--- config.mk ---
export PLATFORM = sky130hd
export DESIGN_NAME = stage_fetch
export DESIGN_NICKNAME = d
export VERILOG_FILES = /design/src/rtl/stage_fetch.sv
export SDC_FILE = /design/constraint.sdc
export NUM_CORES = 1
export LEC_CHECK = 0
export BUFFER_PORTS_ARGS = -buffer_cell sky130_fd_sc_hd__buf_4
export CORE_MARGIN = 2
export CORE_UTILIZATION = 40
export DETAILED_ROUTE_END_ITERATION = 10
export GPL_TIMING_DRIVEN = 0
export MAX_ROUTING_LAYER = met4
export PLACE_DENSITY = 0.6
export RECOVER_POWER = 50
export SYNTH_ARGS = -nofsm -noshare
export SYNTH_HDL_FRONTEND = slang
export SYNTH_SLANG_ARGS = --single-unit
--- constraint.sdc ---
create_clock -name clk -period 10.6 [get_ports clk]
set_input_delay 1.06 -clock clk [delete_from_list [all_inputs] [get_ports clk]]
set_output_delay 1.06 -clock clk [all_outputs]
set_load 0.02 [all_outputs]
--- src/rtl/stage_fetch.sv ---
// stage_fetch: sequential instruction fetch with a small return-word FIFO and
// wrong-path squashing on redirect. Define FETCH_PERF_EN to add perf counters.
module stage_fetch #(
  parameter logic [31:0] RESET_PC   = 32'h0000_0000,
  parameter int          FIFO_DEPTH = 2
) (
  input  logic        clk,
  input  logic        rst,
  output logic        mem_req,
  output logic [31:0] mem_addr,
  input  logic        mem_gnt,
  input  logic        mem_rvalid,
  input  logic [31:0] mem_rdata,
  input  logic        redirect,
  input  logic [31:0] redirect_pc,
  input  logic        stall,
  input  logic        discard,
  output logic [31:0] pc_out,
  output logic [31:0] instr,
  output logic        instr_valid
`ifdef FETCH_PERF_EN
  ,
  output logic [31:0] perf_fetched,
  output logic [31:0] perf_squashed
`endif
);

  localparam int AW = $clog2(FIFO_DEPTH);
  localparam int CW = AW + 1;
  localparam logic [CW:0] DEPTH_W = FIFO_DEPTH[CW:0];

  // Handshakes: a fetch transfers on a cycle where mem_req & mem_gnt; mem_req
  // and mem_addr stay stable until then unless redirect intervenes. A word
  // leaves the FIFO on a cycle where instr_valid & (~stall | discard).
  logic [31:0]   fetch_pc;
  logic [CW-1:0] outstanding;
  logic [CW-1:0] outstanding_n;
  logic [CW-1:0] kill;
  logic [CW-1:0] count;
  logic [AW-1:0] wr_ptr;
  logic [AW-1:0] rd_ptr;
  logic [AW-1:0] pcq_wr;
  logic [AW-1:0] pcq_rd;
  logic [31:0]   fifo_pc   [FIFO_DEPTH];
  logic [31:0]   fifo_word [FIFO_DEPTH];
  logic [31:0]   pcq       [FIFO_DEPTH];
  logic [CW:0]   inflight;
  logic          grant;
  logic          resp_kill;
  logic          push;
  logic          pop;
  logic          discard_pop;
  logic          unused_bits;

  assign unused_bits = ^redirect_pc[1:0];

  // Credit counts every granted-but-unreturned fetch, killed ones included,
  // so the FIFO and the in-flight PC queue can never overflow.
  assign inflight = {1'b0, outstanding} + {1'b0, count};
  assign mem_req  = ~rst & ~redirect & (inflight < DEPTH_W);
  assign mem_addr = fetch_pc;
  assign grant    = mem_req & mem_gnt;

  assign resp_kill   = mem_rvalid & (kill != '0);
  assign push        = mem_rvalid & ~redirect & (kill == '0);
  assign instr_valid = (count != '0);
  assign pop         = instr_valid & (~stall | discard) & ~redirect;
  assign discard_pop = pop & discard;

  assign pc_out = fifo_pc[rd_ptr];
  assign instr  = fifo_word[rd_ptr];

  always_comb begin
    outstanding_n = outstanding;
    if (grant & ~mem_rvalid) begin
      outstanding_n = outstanding + 1'b1;
    end else if (~grant & mem_rvalid) begin
      outstanding_n = outstanding - 1'b1;
    end
  end

  always_ff @(posedge clk or posedge rst) begin
    if (rst) begin
      fetch_pc    <= RESET_PC;
      outstanding <= '0;
      kill        <= '0;
      count       <= '0;
      wr_ptr      <= '0;
      rd_ptr      <= '0;
      pcq_wr      <= '0;
      pcq_rd      <= '0;
      for (int i = 0; i < FIFO_DEPTH; i++) begin
        fifo_pc[i]   <= '0;
        fifo_word[i] <= '0;
        pcq[i]       <= '0;
      end
    end else begin
      outstanding <= outstanding_n;
      if (grant) begin
        pcq[pcq_wr] <= fetch_pc;
        pcq_wr      <= pcq_wr + 1'b1;
      end
      if (mem_rvalid) begin
        pcq_rd <= pcq_rd + 1'b1;
      end
      if (redirect) begin
        // Everything still in flight returns on the old path and must be dropped.
        fetch_pc <= {redirect_pc[31:2], 2'b00};
        kill     <= outstanding - CW'(mem_rvalid);
        count    <= '0;
        wr_ptr   <= '0;
        rd_ptr   <= '0;
      end else begin
        if (grant) begin
          fetch_pc <= fetch_pc + 32'd4;
        end
        if (resp_kill) begin
          kill <= kill - 1'b1;
        end
        if (push) begin
          fifo_pc[wr_ptr]   <= pcq[pcq_rd];
          fifo_word[wr_ptr] <= mem_rdata;
          wr_ptr            <= wr_ptr + 1'b1;
        end
        if (pop) begin
          rd_ptr <= rd_ptr + 1'b1;
        end
        count <= count + CW'(push) - CW'(pop);
      end
    end
  end

`ifdef FETCH_PERF_EN
  logic [31:0] squash_inc;

  // A redirect squashes the buffered words plus any untagged response it drops.
  always_comb begin
    squash_inc = 32'(resp_kill) + 32'(discard_pop);
    if (redirect) begin
      squash_inc = squash_inc + 32'(count) + 32'(mem_rvalid & (kill == '0));
    end
  end

  always_ff @(posedge clk or posedge rst) begin
    if (rst) begin
      perf_fetched  <= '0;
      perf_squashed <= '0;
    end else begin
      perf_fetched  <= perf_fetched + 32'(push);
      perf_squashed <= perf_squashed + squash_inc;
    end
  end
`endif

endmodule

==> results.yml <==
yosys:
  post_synth_num_cell_types: 51
  synth_area_per_cell_um2: 11.8
  seq_area_frac_synth_pct: 54.5
  synthDominantAreaCellType: "sky130_fd_sc_hd__dfrtp_1"
  synth_commonest_cells: "sky130_fd_sc_hd__dfrtp_1 (224), sky130_fd_sc_hd__mux2_2 (181), sky130_fd_sc_hd__nand2_1 (72), sky130_fd_sc_hd__nor2_1 (50), sky130_fd_sc_hd__clkbuf_1 (49)"
  post-synth-top-area-fraction_pct: 54.5
  post_synth_inst_count: 871
  synth.most_common_cell: "sky130_fd_sc_hd__dfrtp_1"
  synth_seq_cells: 224
  postSynth.asyncResetShare_pct: 100
  synth.area.top_cells: "sky130_fd_sc_hd__dfrtp_1 (54%), sky130_fd_sc_hd__mux2_2 (20%), sky130_fd_sc_hd__mux2i_1 (3.2%)"
  syn_area_um2: 10300
  yosys_warnings: 0
  number_of_flops_mapped_to_enable_cells_by_yosys: 0
  most_frequently_used_flop_master_after_synthesis: "sky130_fd_sc_hd__dfrtp_1"
worst_hold_path:
  hold_path_class: "register to register"
clocking:
  cts_hold_buf: 0
  clock_tree_from_tritoncts: "yes"
  htree_num_levels: 1
  clk_pin_slew_ps: 60
  cts_resized: 0
  root_buffer: "sky130_fd_sc_hd__clkbuf_16"
  clkSinkCount: 224
  cts_inserted_buffers: 26
  clockBufferDepth: 3
  cts_setup_buffers: 0
  worst_skew_pair.late_latency_ps: 520
worst_setup_path:
  worst_setup_path_end_kind: "output pin"
  path_cells: "and2_1 -> fa_1 -> or4_4 -> buf_6 -> inv_2 -> clkbuf_1 -> buf_4"
  crit_buf_inv: 4
  critical_path_arrival_ps: 3010
  timing.critical_path.from_type: "register"
  cp_slowest_cell: "sky130_fd_sc_hd__or4_4"
  cpPeakStageDelay_ps: 490
  critPathMaxFanout: 10
  cp_data_required_time_ps: 9540
  critical_path.top_delay_family: "buffers and inverters"
  setup.worst_path.class: "register to output pin"
layout:
  syn2layout_area_growth_pct: 23.9
  antenna_cells: 0
  multi_input_area_um2: 4380
  final_nets: 1142
  filler_cell_count: 2325
  seq_area_um2: 5610
  drive_gt1_share_pct: 35.5
power_and_ir_drop:
  ir_worst_vdd_mv: 0.152
  pwr-share-clk_pct: 23.4
  total_leakage_power_nw: 5.84
  design_power_total_mw: 3.77
  seqPwrFrac_pct: 37.4
  switching_share_of_total_power_pct: 34.8
  power_density_nw_per_um2: 296
  p_comb_share_pct: 39.2
  switching_power_mw: 1.31
  power.internal_mw: 2.46
global_routing:
  overflow: 0
  grt_max_degree: 126
  wire_length_of_the_first_global_routing_pass_um: 42200
  groute.usage.overall_pct: 20.6
  number_of_antenna_violations_at_the_first_check_in_global_routing: 0
  first_global_vias: 7571
sta:
  postLayoutSetupSlackWorst_ps: 6530
  setup_viol: 0
  worst-slew-pin-transition_ps: 4630
  tns_ps: 0
  timing.final.hold_violations: 0
  max-slew-margin-rel_pct: -210
  clock_period_minus_final_worst_setup_slack_ps: 4070
  rsz0062_at_grt: "no"
  finClkSkew_ps: 8.53
  pins_over_slew_limit: 100
  highest_attainable_clock_frequency_mhz: 246
  layout_worst_path_cycle_share_pct: 38.4
routing:
  drtIter0Drc: 535
  route.final.wire_length_um: 26600
  detail_route.drc_violations: 0
  routed_wire_length_per_instance_um: 18.9
  via_count: 7520
  drt-vias-per-instance: 5.33
  postRouteAntennaNets: 0
  drt_first_pass_iters: 6
floorplan:
  num_rows: 58
  initial_utilization_pct: 40.8
  die_area_um2: 27000
  vert_die_dim_um: 164
  fp.dieW_um: 164
  floorplan.core_area_um2: 25200
  io_pins: 169
place:
  preCtsSetupSlack_ps: 6840
  port_buffers: 161
  finalWeightedCongestion: 0.855
  place.detailed.hpwl_um: 18500
run:
  max_cap_viol_count: 1
outcome:
  outcome: "finished, violations left"
  failed_checks: "max-capacitance violations, max-slew violations"
cells by family (layout without fill, tap and decap cells):
group                      count (synthesis)  count (layout)  synth area share, %
other                                      1               4               0.0365
DFF                                      224             224                 54.5
adders and majority gates                  7               7                0.924
xor gates and xnor gates                  10              10                0.851
AOI/OAI and AO/OA                        130             130                 7.75
muxes                                    215             215                 23.1
and+or+nand+nor                          208             208                 9.73
buffers and inverters                     76             282                 3.08
cells in the final DEF, fill, tap and decap left out, drive strengths merged, types with 10 or more instances in the layout:
cell type / count
dfrtp: 224
mux2: 182
buf: 157
clkbuf: 101
nand2: 72
nor2: 50
o21ai: 48
a21oi: 36
mux2i: 33
nand3: 24
nand4: 15
inv: 15
or4: 10
final cells by class:
cell class / count / share of cell area (%)
flip-flops and latches: 224 / 44.0
multi-input cells: 574 / 34.3
repair buffers: 162 / 9.32
clock buffers: 36 / 5.87
well taps: 330 / 3.24
plain buffers: 60 / 1.95
clock inverters: 8 / 0.795
inverters: 16 / 0.481
per-layer routing:
metal	vias up	global-route usage, %	routed length [um]
met5	-	-	0
met4	0	5.26	492
met1	3678	30.0	12700
met2	279	30.3	11800
met3	52	2.78	1610
li1	3511	-	-
state kept, by name, summed over array words and instances (netlist names):
signal       count
wr_ptr           1
fifo_pc         60
kill             2
pcq_wr           1
fifo_word       64
pcq             60
rd_ptr           1
mem_addr        30
outstanding      2
count            2
pcq_rd           1
stage by stage:
| step | cell area (um2) | std cells | utilization [%] | hold slack [ps] |
|---|---|---|---|---|
| after floorplan | 10300 | 874 | - | 444 |
| after global placement | 11900 | 1365 | 47.3 | 457 |
| after detailed placement | 12000 | 1366 | 47.5 | 465 |
| after CTS | 12800 | 1410 | 50.8 | 478 |
| after global routing | 12700 | 1410 | 50.6 | 501 |
| final | 12700 | 1410 | 50.6 | 471 |
power by group through the flow:
stage	Sequential, mW	Clock (mW)	Combinational [mW]
after floorplan	1.38	0	0.981
after global placement	1.41	0	1.48
after detailed placement	1.42	0	1.50
after CTS	1.41	0.904	1.51
after global routing	1.46	0.935	1.60
final	1.41	0.883	1.48
worst reg2reg max path, stage by stage (launching register included):
cell and delay [ps]:
sky130_fd_sc_hd__dfrtp_1 430, sky130_fd_sc_hd__and2_1 190, sky130_fd_sc_hd__fa_1 430, sky130_fd_sc_hd__or4_4 490, sky130_fd_sc_hd__buf_6 150, sky130_fd_sc_hd__inv_2 110, sky130_fd_sc_hd__nand2_1 230, sky130_fd_sc_hd__inv_2 290
sky130_fd_sc_hd__buf_1 560, sky130_fd_sc_hd__ha_1 280, sky130_fd_sc_hd__xor2_1 150, sky130_fd_sc_hd__nor2_1 60, sky130_fd_sc_hd__xor2_1 130
worst paths after layout:
check,start,endpoint,slack [ps],cells past startpoint
setup / recovery,outstanding[0],mem_req,6530,7
hold / removal,fifo_pc[25],fifo_pc[25],470,2
setup reg to reg,outstanding[0],outstanding[1],6970,12
hold reg to reg,fifo_pc[25],fifo_pc[25],470,2
max in group asynchronous,rst,fifo_pc[48],6610,2
min in group asynchronous,rst,count[0],1940,2
Note: power is estimated with default switching activity, not from simulation.
